$ cat config.mk
export PLATFORM = sky130hd
export DESIGN_NAME = board_mem_rmw
export DESIGN_NICKNAME = d
export VERILOG_FILES = /design/src/rtl/board_pkg.sv /design/src/rtl/board_ram_core.sv /design/src/rtl/board_mem_rmw.sv
export SDC_FILE = /design/constraint.sdc
export NUM_CORES = 1
export LEC_CHECK = 0
export BUFFER_PORTS_ARGS = -buffer_cell sky130_fd_sc_hd__buf_2
export CORE_MARGIN = 3
export CORE_UTILIZATION = 40
export CTS_CLUSTER_SIZE = 10
export DETAILED_ROUTE_END_ITERATION = 8
export PLACE_DENSITY = 0.62
export SYNTH_ARGS = -nofsm -noshare
export SYNTH_HDL_FRONTEND = slang
export SYNTH_HIERARCHICAL = 1
export SYNTH_SLANG_ARGS = --single-unit
$ cat constraint.sdc
create_clock -name clk -period 11.05 [get_ports clk]
set_input_delay 1.105 -clock clk [delete_from_list [all_inputs] [get_ports clk]]
set_output_delay 1.105 -clock clk [all_outputs]
set_load 0.03 [all_outputs]
$ cat src/rtl/board_pkg.sv
// Shared board definitions: cell encoding, board dimensions and the memory FSM states.
package board_pkg;

   localparam int unsigned BOARD_X_SIZE       = 12;
   localparam int unsigned BOARD_Y_SIZE       = 12;
   localparam int unsigned BOARD_X_ADDR_WIDTH = 4;
   localparam int unsigned BOARD_Y_ADDR_WIDTH = 4;
   localparam int unsigned BOARD_CELL_WIDTH   = 2;

   typedef enum logic [1:0] {
      EMPTY = 2'd0,
      SHIP  = 2'd1,
      HIT   = 2'd2,
      MISS  = 2'd3
   } cell_t;

   typedef enum logic {
      IDLE  = 1'b0,
      CLEAR = 1'b1
   } board_state_t;

   // Linear cell index with y running fastest, matching the clear sweep order.
   function automatic int unsigned lin_index(input int unsigned x, input int unsigned y,
                                             input int unsigned y_size);
      return x * y_size + y;
   endfunction

endpackage

$ cat src/rtl/board_ram_core.sv
// Plain single-clock RAM: one write port, two registered read-first read ports.
module board_ram_core #(
   parameter int unsigned DataWidth = 2,
   parameter int unsigned Depth     = 144,
   parameter int unsigned AddrWidth = 8
) (
   input  logic                 clk_i,
   input  logic                 we_i,
   input  logic [AddrWidth-1:0] waddr_i,
   input  logic [DataWidth-1:0] wdata_i,
   input  logic [AddrWidth-1:0] ra_addr_i,
   output logic [DataWidth-1:0] ra_data_o,
   input  logic [AddrWidth-1:0] rb_addr_i,
   output logic [DataWidth-1:0] rb_data_o
);

   (* ram_style = "block" *) logic [DataWidth-1:0] mem_q [Depth];

   // Write port plus two read ports; reads return the pre-write contents.
   always_ff @(posedge clk_i) begin
      if (we_i) begin
         mem_q[waddr_i] <= wdata_i;
      end
      ra_data_o <= mem_q[ra_addr_i];
      rb_data_o <= mem_q[rb_addr_i];
   end

endmodule

$ cat src/rtl/board_mem_rmw.sv
// Board memory with clear sweep, range checking and a live count of COUNT_VAL cells.
module board_mem_rmw
   import board_pkg::*;
#(
   parameter int unsigned X_SIZE       = BOARD_X_SIZE,
   parameter int unsigned Y_SIZE       = BOARD_Y_SIZE,
   parameter int unsigned X_ADDR_WIDTH = BOARD_X_ADDR_WIDTH,
   parameter int unsigned Y_ADDR_WIDTH = BOARD_Y_ADDR_WIDTH,
   parameter int unsigned DATA_WIDTH   = BOARD_CELL_WIDTH,
   parameter logic [DATA_WIDTH-1:0] CLEAR_VAL = DATA_WIDTH'(EMPTY),
   parameter logic [DATA_WIDTH-1:0] COUNT_VAL = DATA_WIDTH'(SHIP),
   parameter int unsigned CNT_WIDTH    = $clog2(X_SIZE * Y_SIZE + 1)
) (
   input  logic                    clk,
   input  logic                    rst,
   input  logic                    clear_req,
   output logic                    busy,
   input  logic                    wr_en,
   input  logic [X_ADDR_WIDTH-1:0] wr_x,
   input  logic [Y_ADDR_WIDTH-1:0] wr_y,
   input  logic [DATA_WIDTH-1:0]   wr_data,
   output logic                    wr_err,
   input  logic [X_ADDR_WIDTH-1:0] rd_x,
   input  logic [Y_ADDR_WIDTH-1:0] rd_y,
   output logic [DATA_WIDTH-1:0]   rd_data,
   output logic                    rd_oob,
   output logic [CNT_WIDTH-1:0]    cell_count,
   output logic                    none_left
);

   localparam int unsigned NumCells = X_SIZE * Y_SIZE;
   localparam int unsigned IdxWidth = $clog2(NumCells);
   localparam logic [IdxWidth-1:0] LastIdx = IdxWidth'(NumCells - 1);
   localparam logic [CNT_WIDTH-1:0] ClearCount =
      (CLEAR_VAL == COUNT_VAL) ? CNT_WIDTH'(NumCells) : '0;

   board_state_t          state_q;
   logic [IdxWidth-1:0]   sweep_idx_q;
   logic                  busy_q;
   logic                  sweep_last;

   logic                  wr_in_range;
   logic                  wr_accept;
   logic [IdxWidth-1:0]   wr_lin;
   logic                  pend_valid_q;
   logic [IdxWidth-1:0]   pend_addr_q;
   logic [DATA_WIDTH-1:0] pend_data_q;
   logic                  fwd_valid_q;
   logic [DATA_WIDTH-1:0] fwd_data_q;
   logic [DATA_WIDTH-1:0] old_val;
   logic                  wr_err_q;
   logic [CNT_WIDTH-1:0]  cnt_q;
   logic [CNT_WIDTH-1:0]  cnt_d;

   logic                  rd_in_range;
   logic [IdxWidth-1:0]   rd_lin;
   logic                  rd_valid_q;
   logic                  rd_oob_q;
   logic                  rd_busy_q;

   logic                  ram_we;
   logic [IdxWidth-1:0]   ram_waddr;
   logic [DATA_WIDTH-1:0] ram_wdata;
   logic [DATA_WIDTH-1:0] ram_ra_data;
   logic [DATA_WIDTH-1:0] ram_rb_data;

   assign sweep_last = (state_q == CLEAR) && (sweep_idx_q == LastIdx);

   // Sweep FSM: reset or clear_req starts a one-cell-per-cycle clear over the whole board.
   always_ff @(posedge clk) begin
      if (rst) begin
         state_q     <= CLEAR;
         sweep_idx_q <= '0;
         busy_q      <= 1'b1;
      end else begin
         unique case (state_q)
            IDLE: begin
               if (clear_req) begin
                  state_q     <= CLEAR;
                  sweep_idx_q <= '0;
                  busy_q      <= 1'b1;
               end
            end
            CLEAR: begin
               if (sweep_last) begin
                  state_q <= IDLE;
                  busy_q  <= 1'b0;
               end else begin
                  sweep_idx_q <= sweep_idx_q + 1'b1;
               end
            end
            default: begin
               state_q <= IDLE;
               busy_q  <= 1'b0;
            end
         endcase
      end
   end

   // Writes are only taken while idle; a same-cycle clear_req wins over the write.
   assign wr_in_range = (32'(wr_x) < X_SIZE) && (32'(wr_y) < Y_SIZE);
   assign wr_accept   = wr_en && wr_in_range && (state_q == IDLE) && !clear_req;
   assign wr_lin      = wr_in_range ? IdxWidth'(lin_index(32'(wr_x), 32'(wr_y), Y_SIZE)) : '0;

   // Old value comes from the RAM unless the previous write was to the same cell and was
   // committing while this one was being looked up (read-first would miss it).
   assign old_val = fwd_valid_q ? fwd_data_q : ram_rb_data;

   // Counter next state: reload at sweep exit, otherwise adjust by the committing write.
   always_comb begin
      cnt_d = cnt_q;
      if (sweep_last) begin
         cnt_d = ClearCount;
      end else if (pend_valid_q) begin
         if ((pend_data_q == COUNT_VAL) && (old_val != COUNT_VAL)) begin
            cnt_d = cnt_q + CNT_WIDTH'(1);
         end else if ((pend_data_q != COUNT_VAL) && (old_val == COUNT_VAL)) begin
            cnt_d = cnt_q - CNT_WIDTH'(1);
         end
      end
   end

   // Write pipeline control, error pulse and counter.
   always_ff @(posedge clk) begin
      if (rst) begin
         pend_valid_q <= 1'b0;
         fwd_valid_q  <= 1'b0;
         wr_err_q     <= 1'b0;
         cnt_q        <= '0;
      end else begin
         pend_valid_q <= wr_accept;
         fwd_valid_q  <= wr_accept && pend_valid_q && (pend_addr_q == wr_lin);
         wr_err_q     <= wr_en && !wr_accept;
         cnt_q        <= cnt_d;
      end
   end

   // Write pipeline payload; qualified by pend_valid_q / fwd_valid_q so no reset needed.
   always_ff @(posedge clk) begin
      if (wr_accept) begin
         pend_addr_q <= wr_lin;
         pend_data_q <= wr_data;
         fwd_data_q  <= pend_data_q;
      end
   end

   // The sweep owns the write port while busy; commits never overlap it.
   assign ram_we    = (state_q == CLEAR) || pend_valid_q;
   assign ram_waddr = (state_q == CLEAR) ? sweep_idx_q : pend_addr_q;
   assign ram_wdata = (state_q == CLEAR) ? CLEAR_VAL : pend_data_q;

   assign rd_in_range = (32'(rd_x) < X_SIZE) && (32'(rd_y) < Y_SIZE);
   assign rd_lin      = rd_in_range ? IdxWidth'(lin_index(32'(rd_x), 32'(rd_y), Y_SIZE)) : '0;

   // Read-side qualifiers aligned with the registered RAM output.
   always_ff @(posedge clk) begin
      if (rst) begin
         rd_valid_q <= 1'b0;
         rd_oob_q   <= 1'b0;
         rd_busy_q  <= 1'b0;
      end else begin
         rd_valid_q <= 1'b1;
         rd_oob_q   <= !rd_in_range;
         rd_busy_q  <= busy_q;
      end
   end

   board_ram_core #(
      .DataWidth (DATA_WIDTH),
      .Depth     (NumCells),
      .AddrWidth (IdxWidth)
   ) u_ram (
      .clk_i     (clk),
      .we_i      (ram_we),
      .waddr_i   (ram_waddr),
      .wdata_i   (ram_wdata),
      .ra_addr_i (rd_lin),
      .ra_data_o (ram_ra_data),
      .rb_addr_i (wr_lin),
      .rb_data_o (ram_rb_data)
   );

   assign rd_data    = (!rd_valid_q || rd_oob_q) ? '0 : (rd_busy_q ? CLEAR_VAL : ram_ra_data);
   assign rd_oob     = rd_oob_q;
   assign busy       = busy_q;
   assign wr_err     = wr_err_q;
   assign cell_count = cnt_q;
   assign none_left  = (cnt_q == '0) && !busy_q;

endmodule
==> flow_summary.ini, run 1 <==
[power]
power_frac_comb = 0.120
clock_power_share = 0.415
pwr_density_cell_nw_per_um2 = 154
p_leak_nw = 6.39
switching_power_mw = 0.702
p_sw_frac = 0.241
internal-power_mw = 2.21
ir_drop_uv = 91.9
seqPwrFrac = 0.465

[sta]
tightest_slew_ns = 1.08
skew_ns = 0.0284
hold_viol_final = 0
worst_hold_slack_ns = 0.477
fin_crit_sh = 0.461
finalSetupTns_ns = 0
period_minus_slack_ns = 5.09
maxSlewViolCount = 0
rsz0062_at_grt = false
fmax_mhz = 196
slew_headroom = 0.280
setup-violations-final = 0

[routing]
drc = 0
num_vias = 10820
drtPass1Iterations = 5
wire_per_inst_um = 24.5
antenna_left = 0
drt-initial-drc-count = 1254
via_per_inst = 6.03
drt-total-wl_mm = 44.0

[floorplan]
initial_core_util = 0.406
die_y_um = 213
io_pins = 36
die_width_um = 213
core_area_um2 = 42100
placementRows = 75
dieArea_um2 = 45300

[logic_synthesis]
yosysSeqAreaShare = 0.559
synth_area_um2 = 17100
synth_area_per_cell_um2 = 14.1
synthArstFlopShare = 0
synth_warnings = 6
syn-num-nets = 1261
ys_ff_latch = 328
ys_types = 67
synth_ff_type = edfxtp_1
netlist_instances = 1212
synth_edf_count = 300

[layout]
finalNonFillerCells = 1793
drive_gt1_frac = 0.206
fin_area_um2 = 18900
diodes = 0
multi_input_area_um2 = 7100
final_util = 0.449
register_area_um2 = 9570
fillCellCount = 3712
area_growth_syn_to_layout_pct = 10.4
fin_nets = 1279

[placed_design]
gp_congestion = 0.862
placed_area_um2 = 17700
port_buffers = 35
dp.cells = 1727
dpl.hpwl_mm = 28.9

[global_routing]
grt_pass1_wl_mm = 66.7
grt_pass1_vias = 10939
grt_start_max_net_pins = 103
overflow = 0
grt_antenna_before_repair = 0
track_usage = 0.196

[clock_tree]
post-cts-setup-buffers = 0
h-tree-depth = 2
cts.clk_slew.worst_paths_ns = 0.06
insertion_delay_ns = 0.56
numCtsBuffers = 40
cts_resized = 0
ctsHoldBuffers = 0
cts_tree = built
clock_sinks = 328
root_buffer = clkbuf_16
cts.path.max_buffers = 3

[worst_hold_path]
min_path_type = flop to flop

[critical_path]
critical_path_class = input port to flop
path_cells = buf_2, ha_1, a21oi_1, and2_4, buf_4, mux4_2, nor2b_1, o311ai_0, o2111ai_1, o221a_1
path_max_fanout = 48
rrSetupSlack_ns = 7.48
start_kind = input port
slowest_delay_ns = 0.80
critPathCaptureType = flop
critPathArrivalTime_ns = 5.53
slowest_stage = buf_4
cp.required_ns = 11.49

[status]
outcome = completed

[flow_run]
max_cap_violations = 0
power groups by stage:
| stage | combinational (mW) | sequential (mW) | clock [mW] |
|---|---|---|---|
| 6_report | 0.349 | 1.36 | 1.21 |
| 5_1_grt | 0.370 | 1.36 | 1.29 |
| 4_1_cts | 0.346 | 1.35 | 1.24 |
| 3_5_place_dp | 0.345 | 1.38 | 0 |
| 3_3_place_gp | 0.341 | 1.38 | 0 |
| 2_1_floorplan | 0.246 | 1.38 | 0 |
layout by cell type (no fill, tap or decap), types with 4 or more instances in the layout:
cell type	n
a2111oi_0	6
a211o_1	4
a211oi_1	12
a21o_1	4
a21oi_1	30
a221oi_1	10
a22oi_1	4
a31oi_1	8
and3_1	6
buf_2	35
buf_4	14
clkbuf_1	19
clkbuf_16	41
dfxtp_1	28
edfxtp_1	300
fa_1	5
ha_1	22
inv_1	22
mux2_2	24
mux2i_1	48
mux4_1	8
mux4_2	120
nand2_1	54
nand2b_1	18
nand3_1	32
nand3b_1	5
nand4_1	10
nor2_1	188
nor2b_1	40
nor3_1	16
nor3b_1	4
o21ai_0	19
o22ai_1	13
o311ai_0	5
xnor2_1	13
xor2_1	6
routing by layer:
metal / vias up / wire (µm) / GRT usage / part of all wire
li1: 4797 / - / - / -
met5: - / 0 / 0 / 0
met3: 77 / 2930 / 0.0288 / 0.067
met4: 0 / 1200 / 0.0663 / 0.027
met2: 416 / 21300 / 0.323 / 0.48
met1: 5530 / 18500 / 0.270 / 0.42
through the flow:
stage,power (mW),worst slack (ns)
6_report,2.92,5.96
5_1_grt,3.01,5.72
4_1_cts,2.94,6.03
3_5_place_dp,1.73,5.47
3_3_place_gp,1.72,5.57
2_1_floorplan,1.62,5.92
Yosys cell counts, types with 8 or more instances:
| master | count | area [µm²] |
|---|---|---|
| mux4_2 | 120 | 2700 |
| clkbuf_1 | 36 | 135 |
| nor2_1 | 190 | 713 |
| a221oi_1 | 10 | 87.6 |
| and2_1 | 9 | 56.3 |
| buf_2 | 17 | 85.1 |
| o22ai_1 | 13 | 81.3 |
| xnor2_1 | 13 | 114 |
| nor3_1 | 16 | 80.1 |
| nand2_1 | 54 | 203 |
| buf_6 | 8 | 90.1 |
| mux2i_1 | 48 | 480 |
| nand2b_1 | 18 | 113 |
| nor2b_1 | 42 | 263 |
| mux4_1 | 8 | 210 |
| o21ai_0 | 19 | 95.1 |
| nand4_1 | 10 | 62.6 |
| dfxtp_1 | 28 | 561 |
| inv_1 | 22 | 82.6 |
| a211oi_1 | 12 | 90.1 |
| a31oi_1 | 8 | 50.1 |
| edfxtp_1 | 300 | 9010 |
| a21oi_1 | 30 | 150 |
| nand3_1 | 32 | 160 |
| mux2_2 | 24 | 270 |
| ha_1 | 22 | 275 |
path summary, 6_finish.rpt:
check	to	depth (start not counted)	start
worst min register to register	fwd_data_q[0]	0	pend_data_q[0]
worst max-delay path	u_ram/rb_data_o[1]	10	wr_x[2]
worst min-delay path	fwd_data_q[0]	0	pend_data_q[0]
worst max register to register	u_ram/mem_q[71][1]	4	state_q
logic make-up (layout without fill, tap and decap cells):
| family | after synthesis | count (layout) | share of synthesized area |
|---|---|---|---|
| multiplexers | 202 | 202 | 0.216 |
| AND/OR/NAND/NOR | 403 | 403 | 0.111 |
| buffers and inverters | 95 | 137 | 0.0276 |
| XOR/XNOR | 19 | 19 | 0.00972 |
| AO/OA/AOI/OAI | 138 | 138 | 0.0553 |
| flip-flops | 328 | 328 | 0.559 |
| adder cells (fa/ha/maj) | 27 | 27 | 0.0219 |
state kept, by name (all words and copies together), names as in the netlist:
name,flops
busy,1
cell_count,8
fwd_data_q,2
fwd_valid_q,1
pend_addr_q,8
pend_data_q,2
pend_valid_q,1
rd_busy_q,1
rd_oob,1
rd_valid_q,1
state_q,1
sweep_idx_q,8
u_ram/mem_q,288
u_ram/ra_data_o,2
u_ram/rb_data_o,2
wr_err,1
worst max-delay path: cells and delay by family:
| family | cells | cell delay, ns |
|---|---|---|
| AND/OR/NAND/NOR | 2 | 0.92 |
| adder cells (fa/ha/maj) | 1 | 0.24 |
| AO/OA/AOI/OAI | 4 | 1.65 |
| buffers and inverters | 2 | 0.93 |
| multiplexers | 1 | 0.58 |
final cells by class:
cell class	count	share of cell area
tap	539	0.0357
clock inverter	6	0.00496
clock buffer	60	0.0581
inverter	22	0.00437
sequential	328	0.506
multi-input combinational	789	0.376
timing repair buffer	49	0.0148
Power figures use the tool's default switching activity.
==> inputs of run 2 (changes only) <==
==> constraint.sdc (replaced) <==
create_clock -name clk -period 5.2 [get_ports clk]
set_input_delay 0.52 -clock clk [delete_from_list [all_inputs] [get_ports clk]]
set_output_delay 0.52 -clock clk [all_outputs]
set_load 0.03 [all_outputs]
==> run 2 against run 1 <==
Effect of this change:
- global-route usage up 0.27 points
- critical path depth up 1
- wire length up 1.6%
- power up 110%
- non-clock buffer count up 7
- setup slack worse by 4.7 ns
- first-iteration DRC count down 5.5%
- clock skew down 0.0012 ns
- worst hold slack worse by 0.32 ns
- critical endpoint is now u_ram/ra_data_o[0]
- largest power group unchanged
- highest routed layer is now met5
==> flow_summary.ini, run 2 (synthesized netlist as in run 1, its figures left out) <==
[status]
outcome = completed

[power]
pwr_density_cell_nw_per_um2 = 325
p_total_mw = 6.16
p_leak_nw = 5.55
ir_drop_uv = 214

[routing]
drc = 0
via_per_inst = 6.08
topRoutingLayerUsed = met5
wl_met1_mm = 18.6
wl_met3_mm = 3.40
met2WireLength_mm = 20.9
antenna_left = 0
drtPass1Iterations = 5
wire_per_inst_um = 24.8
num_vias = 10953
drt-total-wl_mm = 44.7
drt-initial-drc-count = 1185

[placed_design]
port_buffers = 35
dp.cells = 1734
gp_congestion = 0.882
dpl.hpwl_mm = 29.9

[sta]
hold_viol_final = 0
finalSetupTns_ns = 0
skew_ns = 0.0271
maxSlewViolCount = 0
fin_crit_sh = 0.761
rsz0062_at_grt = false
period_minus_slack_ns = 3.96
slew_headroom = 0.183
setup-violations-final = 0
fmax_mhz = 253
tightest_slew_ns = 1.22

[critical_path]
rrSetupSlack_ns = 1.52
rr_worst_depth = 4
start_kind = input port
cp.required_ns = 5.63
critical_path_class = input port to flop
path_max_fanout = 11
r2r_start = state_q
critPathArrivalTime_ns = 4.39
r2r_end = u_ram/mem_q[71][1]
critPathCaptureType = flop

[global_routing]
track_usage = 0.199
grt_pass1_vias = 10971
overflow = 0
grt_pass1_wl_mm = 67.3
grt_start_max_net_pins = 145
grt_antenna_before_repair = 1

[floorplan]
die_width_um = 213
io_pins = 36
initial_core_util = 0.406
dieArea_um2 = 45300
die_y_um = 213
placementRows = 75
core_area_um2 = 42100

[clock_tree]
insertion_delay_ns = 0.56
cts.clk_slew.worst_paths_ns = 0.05
root_buffer = clkbuf_16
h-tree-depth = 2
cts_resized = 0
post-cts-setup-buffers = 0
cts.path.max_buffers = 3
ctsHoldBuffers = 0
cts_tree = built
numCtsBuffers = 40
clock_sinks = 328

[layout]
diodes = 0
register_area_um2 = 9570
layout_common_cells = edfxtp_1 (300), nor2_1 (188), mux4_2 (120)
drive_gt1_frac = 0.212
fin_nets = 1286
multi_input_area_um2 = 7100
largest_reg_flops = 288
final_common_cell = edfxtp_1
top_register = u_ram/mem_q
fillCellCount = 3717
finalNonFillerCells = 1801
area_growth_syn_to_layout_pct = 10.8

[worst_hold_path]
hold_end = pend_data_q[1]
min_path_type = input port to flop
hold_path_depth = 1
holdCritStartpoint = wr_data[1]

[flow_run]
max_cap_violations = 0
run 2: changes by cell type in the layout (fill, tap and decap cells not counted):
| cell | delta |
|---|---|
| bufinv_16 | -2 |
| inv_6 | +2 |
| clkinv_8 | -1 |
| clkbuf_8 | +3 |
| clkinv_1 | -1 |
| buf_4 | +4 |
| buf_12 | +3 |
run 2: cell type report:
cell class	count	share of cell area
repair buffers	56	0.0195
well taps	539	0.0355
clock inverters	4	0.00165
flip-flops and latches	328	0.504
inverters	22	0.00435
multi-input cells	789	0.374
clock buffers	63	0.0600
run 2: worst max-delay path by stage:
stage,start,to,slack [ns],depth (start not counted)
6_report,rd_x[1],u_ram/ra_data_o[0],1.24,11
5_1_grt,rd_x[1],u_ram/ra_data_o[0],1.21,11
4_1_cts,rd_x[1],u_ram/ra_data_o[0],1.40,11
3_5_place_dp,rd_x[1],u_ram/ra_data_o[0],0.79,11
3_3_place_gp,rd_x[1],u_ram/ra_data_o[0],0.82,12
2_1_floorplan,state_q,u_ram/mem_q[0][0],0.07,3
run 2: worst max-delay path, stage by stage:
cell and delay, ns:
buf_2 0.13, ha_1 0.21, fa_1 0.56, nor2b_1 0.32, xor2_1 0.13, nor2_1 0.90
nand2b_1 0.29, a221oi_1 0.09, a2111oi_0 0.79, o21ai_0 0.27, o311a_1 0.17
run 2: routing by layer:
metal,vias up,track usage
li1,4802,-
met1,5582,0.272
met3,108,0.0397
met2,459,0.314
met5,-,0
met4,2,0.0817
run 2: power by group:
part	switching, mW	leakage (nW)	internal (mW)	total, mW
logic	0.441	2.41	0.302	0.742
registers	0.0240	2.57	2.86	2.89
clock network	1.04	0.567	1.49	2.53
run 2: metrics by stage:
stage	hold WS (ns)	cell area [µm²]	setup slack (ns)	util
6_report	0.155	19000	1.24	0.450
4_1_cts	0.128	19000	1.40	0.450
3_3_place_gp	0.455	17800	0.818	0.422
3_5_place_dp	0.474	17800	0.793	0.422
5_1_grt	0.141	19000	1.21	0.450
2_1_floorplan	0.433	17100	0.0653	-
